File: src/rtl/rr_mux_arbiter3.sv
// rr_mux_arbiter3
// Round-robin arbiter that owns the select/enable of one shared 3-input mux.
// One requester holds the grant at a time. The grant is kept until the owner
// pulses done or drops its request. With ARB_TIMEOUT_EN defined, the grant is
// also released after MAX_HOLD consecutive cycles without a release.
//
// Ports:
//   clk      rising-edge clock
//   rstn     synchronous active-low reset (has priority over en)
//   en       global enable; when low every register holds
//   req[2:0] level requests, held until served
//   done     one-cycle pulse: current owner finished its transaction
//   gnt[2:0] registered one-hot grant
//   sel[1:0] registered mux select = owner index (00/01/10)
//   mux_en   registered mux enable, equal to |gnt
//   busy     state == GRANT
//   timeout  one-cycle pulse after a forced release (0 without ARB_TIMEOUT_EN)
//
// Optional feature macro: ARB_TIMEOUT_EN
module rr_mux_arbiter3 #(
   parameter int MAX_HOLD  = 16,
   parameter int CNT_WIDTH = 5
) (
   input  logic       clk,
   input  logic       rstn,
   input  logic       en,
   input  logic [2:0] req,
   input  logic       done,
   output logic [2:0] gnt,
   output logic [1:0] sel,
   output logic       mux_en,
   output logic       busy,
   output logic       timeout
);

   typedef enum logic {IDLE, GRANT} state_t;

   state_t     state, state_nx;
   logic [2:0] gnt_nx;
   logic [1:0] sel_nx, ptr, ptr_nx, win;
   logic       mux_en_nx, timeout_nx;
   logic       owner_req, rel, force_rel;

   if (MAX_HOLD < 2 || MAX_HOLD > (1 << CNT_WIDTH)) begin : g_bad_max_hold
      $error("rr_mux_arbiter3: MAX_HOLD out of range for CNT_WIDTH");
   end

`ifdef ARB_TIMEOUT_EN
   localparam logic [CNT_WIDTH-1:0] HOLD_LAST = CNT_WIDTH'(MAX_HOLD - 1);
   localparam logic [CNT_WIDTH-1:0] HOLD_SAT  = '1;
   logic [CNT_WIDTH-1:0] hold_cnt, hold_nx;
`endif

   // First asserted request in (ptr+1, ptr+2, ptr) order; the last owner
   // only wins when nobody else is asking.
   function automatic logic [1:0] rr_pick(input logic [1:0] p, input logic [2:0] r);
      logic [1:0] c0, c1;
      c0 = (p == 2'd2) ? 2'd0 : p + 2'd1;
      c1 = (c0 == 2'd2) ? 2'd0 : c0 + 2'd1;
      if (r[c0])      return c0;
      else if (r[c1]) return c1;
      else            return p;
   endfunction

   assign win       = rr_pick(ptr, req);
   // gnt is one-hot on the owner while in GRANT, so it masks the owner's req.
   assign owner_req = |(req & gnt);
   assign busy      = (state == GRANT);

`ifdef ARB_TIMEOUT_EN
   // Forced release only when no natural release happens in the same cycle.
   assign force_rel = (state == GRANT) && (hold_cnt == HOLD_LAST) && !done && owner_req;
`else
   assign force_rel = 1'b0;
`endif

   always_comb begin
      state_nx   = state;
      gnt_nx     = gnt;
      sel_nx     = sel;
      ptr_nx     = ptr;
      mux_en_nx  = mux_en;
      timeout_nx = 1'b0;
      rel        = 1'b0;
`ifdef ARB_TIMEOUT_EN
      hold_nx    = hold_cnt;
`endif
      case (state)
         IDLE: begin
            if (|req) begin
               state_nx  = GRANT;
               gnt_nx    = 3'b001 << win;
               sel_nx    = win;
               ptr_nx    = win;
               mux_en_nx = 1'b1;
`ifdef ARB_TIMEOUT_EN
               hold_nx   = '0;
`endif
            end
         end
         GRANT: begin
            rel = done | ~owner_req | force_rel;
            if (rel) begin
               timeout_nx = force_rel;
`ifdef ARB_TIMEOUT_EN
               hold_nx    = '0;
`endif
               if (|req) begin
                  // Same-edge regrant: no idle bubble between owners.
                  gnt_nx = 3'b001 << win;
                  sel_nx = win;
                  ptr_nx = win;
               end else begin
                  // sel deliberately keeps the last owner.
                  state_nx  = IDLE;
                  gnt_nx    = 3'b000;
                  mux_en_nx = 1'b0;
               end
            end else begin
`ifdef ARB_TIMEOUT_EN
               if (hold_cnt != HOLD_SAT) hold_nx = hold_cnt + 1'b1;
`endif
            end
         end
         default: state_nx = IDLE;
      endcase
   end

   always_ff @(posedge clk) begin
      if (!rstn) begin
         state    <= IDLE;
         gnt      <= 3'b000;
         sel      <= 2'b00;
         ptr      <= 2'd2;
         mux_en   <= 1'b0;
         timeout  <= 1'b0;
`ifdef ARB_TIMEOUT_EN
         hold_cnt <= '0;
`endif
      end else if (en) begin
         state    <= state_nx;
         gnt      <= gnt_nx;
         sel      <= sel_nx;
         ptr      <= ptr_nx;
         mux_en   <= mux_en_nx;
         timeout  <= timeout_nx;
`ifdef ARB_TIMEOUT_EN
         hold_cnt <= hold_nx;
`endif
      end
   end

endmodule

File: config.mk
export PLATFORM = sky130hd
export DESIGN_NAME = rr_mux_arbiter3
export DESIGN_NICKNAME = d
export VERILOG_FILES = /design/src/rtl/rr_mux_arbiter3.sv
export SDC_FILE = /design/constraint.sdc
export NUM_CORES = 1
export LEC_CHECK = 0
export BUFFER_PORTS_ARGS = -buffer_cell sky130_fd_sc_hd__buf_4
export CORE_AREA = 2 2 39 41
export DETAILED_ROUTE_END_ITERATION = 10
export DIE_AREA = 0 0 41 43
export GPL_ROUTABILITY_DRIVEN = 0
export HOLD_SLACK_MARGIN = 0.02
export PLACE_DENSITY = 0.64
export SKIP_CTS_REPAIR_TIMING = 1
export SLEW_MARGIN = 30
export SYNTH_ARGS = -nofsm -noshare
export SYNTH_HDL_FRONTEND = slang
export SYNTH_SLANG_ARGS = --single-unit
File: constraint.sdc
create_clock -name clk -period 2.5 [get_ports clk]
set_input_delay 0.25 -clock clk [delete_from_list [all_inputs] [get_ports clk]]
set_output_delay 0.25 -clock clk [all_outputs]
set_load 0.005 [all_outputs]
# Word-level counts from Yosys, hierarchy flattened
# Index checks and enable logic that the tools add are counted.
dict set report totals {
  ff_bits 9
  latch_bits 0
  mem_bits_rw 0
  mem_bits_ro 0
  inputBits 7
  output_inout_bits 8
  word_cells 49
  n_memories 0
}
dict set report op_classes {
  add_sub_neg 2
  n_mul 0
  div 0
  n_lt_le_gt_ge 2
  n_eq_ne 5
  n_shift 1
  mux 25
  n_bitwise 4
  reduce_logical 5
}
# operator n
set ops {}
lappend ops {{$mux 2} 8}
lappend ops {{$mux 3} 3}
lappend ops {{$pmux 2 s2} 2}
lappend ops {{$mux 1} 7}
lappend ops {{$lt 2x3->1 const B} 2}
lappend ops {{$pmux 3 s2} 1}
lappend ops {{$reduce_or 3->1} 2}
lappend ops {{$add 2x1->2 const B} 2}
lappend ops {{$bmux 1 s2} 2}
lappend ops {{$eq 2x2->1 const B} 2}
lappend ops {{$ne 2x2->1 const B} 2}
lappend ops {{$pmux 1 s2} 2}
lappend ops {{$reduce_and 4->1} 1}
lappend ops {{$and 3x3->3} 1}
lappend ops {{$reduce_and 3->1} 1}
lappend ops {{$shl 1x2->3 const A} 1}
lappend ops {{$ne 2x1->1 const B} 1}
lappend ops {{$not 1->1} 2}
lappend ops {{$reduce_and 2->1} 1}
lappend ops {{$or 1x1->1} 1}

# Logic depth before layout (Yosys ltp)
# Gate-level depths: netlist of the first run.
dict set report logic_depth {
  depth_word 12
  mapped_depth 4
  ltp_nobuf 4
}

# Worst setup path before layout of the first run
# Ideal clock, no wire load.
dict set report synth_path {
  kind {flip-flop to flip-flop}
  from {register state, in the netlist busy}
  to {register ptr[0]}
  setup_time_ps 115
  t_arrival_ps 1164
  slack_ps 1222
  stages_incl_launch_ff 5
  synth_period_minus_slack_ps 1278
  cell_sequence {dfxtp_1 > or2b_2 > o21a_2 > mux2i_1 > and2_1}
}
dict set report synth_between {
  elab_chain_cells 2
  word_cells_on_any_way 4
  cone_classes {eq/ne: 1; mux: 1; bitwise: 1; reduce/logical: 1}
}
# element line_no
set synth_lines {}
lappend synth_lines {{start, declared} 38} ;# state_t state, state_nx;
lappend synth_lines {{start signal, assigned} 141} ;# state <= state_nx;
lappend synth_lines {{$ne 2x1->1 (no source line) or $not 1->1 (tied branches)} n/a}
lappend synth_lines {{$reduce_and 2->1 (no source line) or $pmux 2 s2 (tied branches)} n/a}
lappend synth_lines {{end signal, assigned} 144} ;# ptr <= ptr_nx;
lappend synth_lines {{end, declared} 40} ;# logic [1:0] sel_nx, ptr, ptr_nx, win;
# Parallel ways exist; a longest one is shown, timed or not.
# A chain may end at the register's enable or synchronous reset.

# Worst setup path in the final report of the first run
dict set report layout_path {
  from {register ptr[1]}
  to {register ptr[1]}
}
dict set report layout_between {
  elab_chain_cells 11
  word_cells_on_any_way 15
  cone_classes {add/sub: 2; eq/ne: 2; mux: 11}
}
# element line_no
set layout_lines {}
lappend layout_lines {{$add 2x1->2 or $eq 2x2->1 (tied branches)} 58} ;# c0 = (p == 2'd2) ? 2'd0 : p + 2'd1;
lappend layout_lines {{$mux 2} 58}
lappend layout_lines {{$add 2x1->2 or $eq 2x2->1 (tied branches)} 59} ;# c1 = (c0 == 2'd2) ? 2'd0 : c0 + 2'd1;
lappend layout_lines {{$mux 2} 59}
lappend layout_lines {{$bmux 1 s2} 61} ;# else if (r[c1]) return c1;
lappend layout_lines {{$mux 1 (not written as such)} 61}
lappend layout_lines {{$mux 2} 61}
lappend layout_lines {{$mux 2} 60} ;# if (r[c0]) return c0;
lappend layout_lines {{$mux 2 *} {90, 108}}
lappend layout_lines {{$mux 2} 103} ;# if (rel) begin
lappend layout_lines {{$pmux 2 s2 *} 88} ;# case (state)
# Every way passes the cells marked *; elsewhere a longest branch is shown, timed or not. The select of a mux whose other input is x is not followed.

==> results of run 1 <==
[registers in the layout, summed over array words and instances, names as in the netlist]
name    cells
gnt         3
mux_en      1
busy        1
sel         1
ptr         2
[cell families after synthesis]
group | after synthesis | share of synthesized area, %
AND/OR/NAND/NOR | 19 | 24.4
AO/OA/AOI/OAI | 14 | 27.9
flip-flops | 8 | 36.8
buffers and inverters | 7 | 7.76
multiplexers | 1 | 2.30
other | 1 | 0.861
[worst paths after layout]
kind / from / cells past startpoint / to
min reg2reg: sel[1] / 2 / sel[1]
max: ptr[1] / 4 / ptr[1]
max reg2reg: ptr[1] / 4 / ptr[1]
min: en / 2 / busy
[routing by layer]
| metal | vias to the layer above | share of wire, % |
|---|---|---|
| met4 | 0 | 0 |
| met5 | - | 0 |
| met3 | 0 | 6.3 |
| met1 | 185 | 45 |
| met2 | 16 | 49 |
| li1 | 205 | - |
[final cells by class]
cell class	count	area, um2
Multi-Input combinational cell	35	241
Tap cell	16	20.0
Timing Repair Buffer	13	97.6
Clock buffer	3	22.5
Fill cell	145	823
Sequential cell	8	160
Inverter	5	18.8
[where the power goes]
part	switching [uW]	total (uW)	internal, uW	leakage [uW]
logic	30.2	68.0	37.8	0.000151
clock network	41.5	96.2	54.8	0.0000138
registers	9.61	148	138	0.0000660
total	81.3	312	230	0.000231
[cells in the final DEF, fill, tap and decap left out]
cell / instances
buf_4: 13
dfxtp_1: 8
nor2_1: 7
inv_1: 5
clkbuf_4: 3
and2b_2: 2
o32ai_2: 2
and2_1: 2
o22ai_1: 2
nor3b_1: 2
o21ai_0: 2
a222oi_1: 1
or2b_2: 1
o31a_2: 1
o21a_2: 1
mux2i_1: 1
o41ai_1: 1
o21ai_1: 1
nand2b_1: 1
a22o_2: 1
nand3_1: 1
nor3_1: 1
nand2_1: 1
o2bb2ai_1: 1
a21oi_1: 1
nand2_2: 1
conb_1: 1
[through the flow]
stage	util, %	total power (uW)	cell area [um2]	hold WS (ns)
6_report	40.5	312	561	0.201
5_1_grt	40.5	333	561	0.207
4_1_cts	40.5	319	561	0.190
3_5_place_dp	38.9	218	538	0.464
3_3_place_gp	38.9	218	538	0.462
2_1_floorplan	-	188	435	0.326
[worst max-delay path: stages (launching register included)]
cell and delay [ns]:
dfxtp_1 0.39, and2b_2 0.23, a22o_2 0.24, nor3b_1 0.27
o21ai_0 0.13
==> summary.md, run 1 <==
| Metric | Value |
|---|---|
| Outcome | `completed` |
| Site Rows | `14` |
| Fin Setup TNS | `0 ns` |
| Port bufs | `13` |
| Skew-Pair Late Insertion Delay | `0.25 ns` |
| CTS tree | `done` |
| Hold crit path type | `primary input to flip-flop` |
| GR Overflow Total | `0` |
| Core area | `1380 um2` |
| Top_reg_cell synth | `dfxtp_1` |
| Crit path DAT | `1.51 ns` |
| Syn Inst Count | `50` |
| 1st-iter DRT viols | `16` |
| Synth area leader | `dfxtp_1` |
| Seq cells post-synth | `8` |
| Die X-Extent | `41 um` |
| Synthesized Nets | `57` |
| Post-synth EDFFs | `0` |
| Post-Place Setup Slack | `1.08 ns` |
| First-pass GRT wire length | `1320 um` |
| Inst Count DP | `77` |
| GR peak layer | `met2` |
| Crit start category | `flip-flop` |
| Worst-path clk slew | `0.06 ns` |
| Final-report setup violation count | `0` |
| Avg Cell Area, Syn | `8.71 um2` |
| Crit path time final | `1.38 ns` |
| GR Util met3 | `1.57%` |
| Via count | `406` |
| Post-Layout Cell Count | `80` |
| Yosys top cell area share | `36.8%` |
| Final hold vios | `0` |
| Layout cells sized above 1 | `39.1%` |
| DRC errors left | `0` |
| Max-Cap Viols | `0` |
| Synth async-reset ratio | `0%` |
| Area growth syn-to-layout | `28.7%` |
| Synthesized area | `435 um2` |
| Nets | `73` |
| Synth top area cells | `dfxtp_1 (37%), o32ai_2 (7.5%), nor2_1 (6.0%)` |
| Most common cell in the synthesized netlist | `dfxtp_1` |
| Reg2Reg Setup Slack | `1.12 ns` |
| # IOs | `15` |
| Tcrit/Tclk final | `55.2%` |
| Post-synth top cells | `dfxtp_1 (8), nor2_1 (7), inv_1 (5)` |
| Clk_skew | `0.00710 ns` |
| DP HPWL | `706 um` |
| Pin count of the biggest net entering global routing | `9` |
| Crit Path Category | `flip-flop to flip-flop` |
| Register area share after synthesis | `36.8%` |
| Antenna viol nets, final | `0` |
| TritonCTS Buffers | `3` |
| WL per Instance | `11.3 um` |
| Unique cell type count in the Yosys netlist | `26` |
| Leak | `0.000231 uW` |
| Worst Path Max Fanout | `5` |
| Sink Count | `8` |
| Final setup margin | `1.12 ns` |
| Initial antenna violation count | `0` |
| Die H | `43 um` |
| Total Routing Usage GR | `11.5%` |
| Die area | `1760 um2` |
| Worst VDD drop | `0.000194 V` |
| H-Tree Level Count | `1` |
| RSZ-0062 raised after global routing | `false` |
| PD cells | `556 nW/um2` |
| FMAX | `725 MHz` |
| Max-slew violation count | `0` |
| Root buf cell | `clkbuf_4` |
| Clock Path Buffers | `2` |
| Synth warn | `0` |
| Met2 GRT Util | `17.5%` |
| Routed WL | `901 um` |
| Vias in the first global route | `365` |
| Met1 global-route usage | `13.1%` |
| DR pass1 iterations | `4` |
| Initial Util | `31.5%` |
| CP Data Required Time | `2.63 ns` |
| Vias/cell | `5.08` |
| Crit path capture type | `flip-flop` |
| Ant diodes | `0` |
Note: power is estimated with default switching activity, not from simulation.
==> inputs of run 2 (changes only) <==
Settings changed: PLACE_DENSITY 0.64 to 0.66.
Clock period 2.5 ns to 1.1 ns, I/O delays scaled along.
==> run 2 against run 1 <==
  * Non-clock buffer count is 10 higher
  * The run now ends with setup timing left
  * Global-route usage is 1.6 points higher
  * Core utilization is 6.7 points higher
  * Clock skew is 0.0037 ns lower
  * Highest routed layer is now met4
==> summary.md, run 2 (same netlist as run 1, synthesis figures left out) <==
| Metric | Value |
|---|---|
| Final-report setup violation count | `6` |
| Die area | `1760 um2` |
| Crit path capture type | `flip-flop` |
| Finished Cell Area | `653 um2` |
| Launching point of the worst reg2reg path | `gnt[0]` |
| Outcome | `complete, but fails checks` |
| Vias in the first global route | `398` |
| R2R cell count | `4` |
| Crit Path Category | `flip-flop to flip-flop` |
| Inst Count DP | `87` |
| Nets | `83` |
| Clock Path Buffers | `2` |
| DRC errors left | `0` |
| Max-slew violation count | `0` |
| Port bufs | `13` |
| TritonCTS Buffers | `3` |
| Area after DPL | `631 um2` |
| Max-Cap Viols | `0` |
| Core area | `1380 um2` |
| RR Endpoint | `ptr[0]` |
| Biggest register | `gnt` |
| Final Power | `750 uW` |
| PD cells | `1150 nW/um2` |
| First-pass GRT wire length | `1570 um` |
| Layout cells sized above 1 | `52.7%` |
| Worst hold endpoint | `busy` |
| Antenna viol nets, final | `0` |
| Reg2Reg Setup Slack | `-0.20 ns` |
| WL per Instance | `10.5 um` |
| Sink Count | `8` |
| Pin count of the biggest net entering global routing | `9` |
| FMAX | `769 MHz` |
| Cells on Worst Hold Path | `2` |
| DP HPWL | `762 um` |
| Most frequent cells in the layout | `buf_4 (23), nor2_1 (7), dfxtp_1 (6)` |
| Post-Route Utilization | `47.2%` |
| Root buf cell | `clkbuf_4` |
| Initial Util | `31.5%` |
| 1st-iter DRT viols | `8` |
| Min-delay src | `en` |
| CP Data Required Time | `1.29 ns` |
| Initial antenna violation count | `0` |
| Ant diodes | `0` |
| Area growth syn-to-layout | `50.0%` |
| Worst Path Max Fanout | `5` |
| Crit path time final | `1.30 ns` |
| Hold crit path type | `primary input to flip-flop` |
| Crit start category | `flip-flop` |
| Crit path DAT | `1.49 ns` |
| Commonest non-fill, non-tap cell in the layout | `buf_4` |
| Biggest regs | `gnt x3, ptr x2` |
| Tcrit/Tclk final | `118%` |
| DR pass1 iterations | `4` |
| Max reg flops | `3` |
| Total Routing Usage GR | `13.1%` |
| GR Overflow Total | `0` |
| Final setup margin | `-0.200 ns` |
| Routed WL | `946 um` |
| Clk_skew | `0.00335 ns` |
| FILL cells | `143` |
| Final hold vios | `0` |
| # IOs | `15` |
| CTS tree | `done` |
| Site Rows | `14` |
| Die X-Extent | `41 um` |
| Worst-path clk slew | `0.05 ns` |
| RSZ-0062 raised after global routing | `true` |
| Leak | `0.000288 uW` |
| Vias/cell | `4.76` |
| Skew-Pair Late Insertion Delay | `0.25 ns` |
| Die H | `43 um` |
| H-Tree Level Count | `1` |
| Violated checks | `setup timing` |
| Via count | `428` |
| Worst VDD drop | `0.000505 V` |
| Post-Layout Cell Count | `90` |
==> run 2: changes by cell type in the layout (fill, tap and decap cells not counted), sizes merged <==
cell / before / now
buf: 13 / 23
==> run 2: cell type report <==
class | count | area, um2 | share of cell area, %
Multi-Input combinational cell | 35 | 256 | 39.3
Timing Repair Buffer | 23 | 173 | 26.4
Sequential cell | 8 | 163 | 24.9
Clock buffer | 3 | 22.5 | 3.45
Tap cell | 16 | 20.0 | 3.07
Inverter | 5 | 18.8 | 2.87
==> run 2: layer usage <==
layer  GRT usage (%)  wire, um  up-vias
met3            1.57        41        2
met2            18.4       427        9
li1                -         -      225
met5               0         0        -
met4            10.0        13        0
met1            17.2       463      192
==> run 2: stage by stage <==
step                      hold slack (ns)  setup slack (ns)  setup TNS (ns)
after global placement              0.312            -0.174          -0.979
final                              0.0590            -0.200           -1.08
after detailed placement            0.318            -0.204           -1.13
after floorplan                     0.190            -0.150          -0.806
after global routing               0.0655            -0.291           -1.56
after CTS                          0.0472            -0.230           -1.24
==> run 2: report_power, final <==
part           internal (uW)  total, uW  leakage [uW]  switching (uW)
Combinational            118        199      0.000207            81.9
Clock                    125        220     0.0000138            95.0
Sequential               314        331     0.0000666            16.7
==> run 2: how the worst max path moves through the flow <==
stage,to,start
finish,ptr[0],gnt[0]
global route,ptr[0],gnt[0]
CTS,ptr[0],gnt[0]
detailed placement,ptr[0],gnt[0]
global placement,sel[1],gnt[0]
floorplan,ptr[0],gnt[0]
==> run 2: critical path, cell delays in order (launching register included) <==
cell and delay [ns]:
dfxtp_2 0.32, a222oi_1 0.41, o21a_4 0.21, mux2i_1 0.18, and2_1 0.13
==> inputs of run 3 (changes only) <==
Settings changed: PLACE_DENSITY 0.66 to 0.58.
Clock period 1.1 ns to 1.4 ns, I/O delays scaled along.
==> run 3 against run 2 <==
  * The flow now finishes without violations
  * Via count down 3.5%
  * Clock power down 21%
  * Design area down 11%
  * Power down 25%
  * Critical path type unchanged
==> summary.md, run 3 (same netlist as run 1, synthesis figures left out) <==
| Metric | Value |
|---|---|
| DP HPWL | `730 um` |
| GR Util met3 | `3.14%` |
| Worst-path clk slew | `0.05 ns` |
| CP Data Required Time | `1.57 ns` |
| Crit start category | `flip-flop` |
| Ant diodes | `0` |
| Tcrit/Tclk final | `94.7%` |
| Reg2Reg Setup Slack | `0.07 ns` |
| Met1 global-route usage | `14.9%` |
| Crit path DAT | `1.49 ns` |
| Launching point of the worst reg2reg path | `gnt[0]` |
| DRC errors left | `0` |
| Vias in the first global route | `359` |
| Max reg flops | `3` |
| RR Endpoint | `gnt[1]` |
| Commonest non-fill, non-tap cell in the layout | `buf_4` |
| Site Rows | `14` |
| Skew-Pair Late Insertion Delay | `0.25 ns` |
| WL per Instance | `11.6 um` |
| Post-Layout Cell Count | `82` |
| Leak | `0.000244 uW` |
| Crit path capture type | `flip-flop` |
| Inst Count DP | `79` |
| Sink Count | `8` |
| Port bufs | `13` |
| Core area | `1380 um2` |
| Crit path time final | `1.33 ns` |
| Die H | `43 um` |
| Vias/cell | `5.04` |
| GR peak layer | `met2` |
| TritonCTS Buffers | `3` |
| Max-slew violation count | `0` |
| Initial Util | `31.5%` |
| Max-Cap Viols | `0` |
| # IOs | `15` |
| Layout cells sized above 1 | `42.4%` |
| R2R cell count | `4` |
| Most frequent cells in the layout | `buf_4 (15), dfxtp_1 (8), nor2_1 (7)` |
| Antenna viol nets, final | `0` |
| Post-Place Setup Slack | `0.0535 ns` |
| Outcome | `completed` |
| Root buf cell | `clkbuf_4` |
| Area growth syn-to-layout | `33.3%` |
| Final-report setup violation count | `0` |
| Routed WL | `951 um` |
| FILL cells | `147` |
| Total Routing Usage GR | `12.3%` |
| Biggest register | `gnt` |
| Initial antenna violation count | `0` |
| Worst hold endpoint | `busy` |
| Worst VDD drop | `0.000404 V` |
| Biggest regs | `gnt x3, ptr x2` |
| DR pass1 iterations | `4` |
| FMAX | `754 MHz` |
| Crit Path Category | `flip-flop to flip-flop` |
| First-pass GRT wire length | `1420 um` |
| Final hold vios | `0` |
| PD cells | `975 nW/um2` |
| 1st-iter DRT viols | `16` |
| Cells on Worst Hold Path | `2` |
| Via count | `413` |
| RSZ-0062 raised after global routing | `false` |
| CTS tree | `done` |
| Clk_skew | `0.00190 ns` |
| H-Tree Level Count | `1` |
| GR Overflow Total | `0` |
| Die X-Extent | `41 um` |
| Fin Setup TNS | `0 ns` |
| Final setup margin | `0.0737 ns` |
| Worst Path Max Fanout | `5` |
| Hold crit path type | `primary input to flip-flop` |
| Clock Path Buffers | `2` |
| Die area | `1760 um2` |
| Pin count of the biggest net entering global routing | `9` |
| Met2 GRT Util | `17.2%` |
| Min-delay src | `en` |
| Nets | `75` |
## run 3: worst max-delay path, cell delays in order (launching register included)
cell	delay, ns
dfxtp_1	0.32
a222oi_1	0.37
o21a_2	0.26
nand2_2	0.07
o32ai_2	0.22
## run 3: cell type report
type                            count  area, um2  share of cell area (%)
Multi-Input combinational cell     35        246                    42.5
Sequential cell                     8        160                    27.6
Timing Repair Buffer               15        113                    19.4
Clock buffer                        3       22.5                    3.88
Tap cell                           16       20.0                    3.45
Inverter                            5       18.8                    3.23
## run 3: worst max path at each step
stage / start / slack [ns] / endpoint / cells after the start
after CTS: ptr[1] / 0.04 / ptr[1] / 4
after detailed placement: ptr[1] / 0.05 / ptr[1] / 4
after global placement: ptr[1] / 0.06 / ptr[1] / 4
final: gnt[0] / 0.07 / gnt[1] / 4
after floorplan: busy / 0.12 / ptr[0] / 4
after global routing: gnt[2] / 0.01 / gnt[0] / 4
## run 3: report_power, final
group	leakage [uW]	switching (uW)	internal, uW
sequential	0.0000660	15.3	246
clock	0.0000138	74.9	97.9
combinational	0.000164	58.0	74.0
total	0.000244	148	418
## run 3: metrics by stage
stage                     utilization (%)  power [uW]  hold WS (ns)  area [um2]
final                                42.0         566        0.0950         581
after global routing                 42.0         602        0.0907         581
after CTS                            41.6         576        0.0816         576
after detailed placement             40.0         397         0.353         553
after global placement               40.0         396         0.349         553
after floorplan                         -         336         0.216         435
## run 3: layer usage
metal | part of all wire (%) | routed length [um] | vias up
met5 | 0 | 0 | -
met1 | 45 | 427 | 188
met3 | 4.9 | 47 | 2
met2 | 49 | 470 | 13
met4 | 0.63 | 6 | 0
li1 | - | - | 210
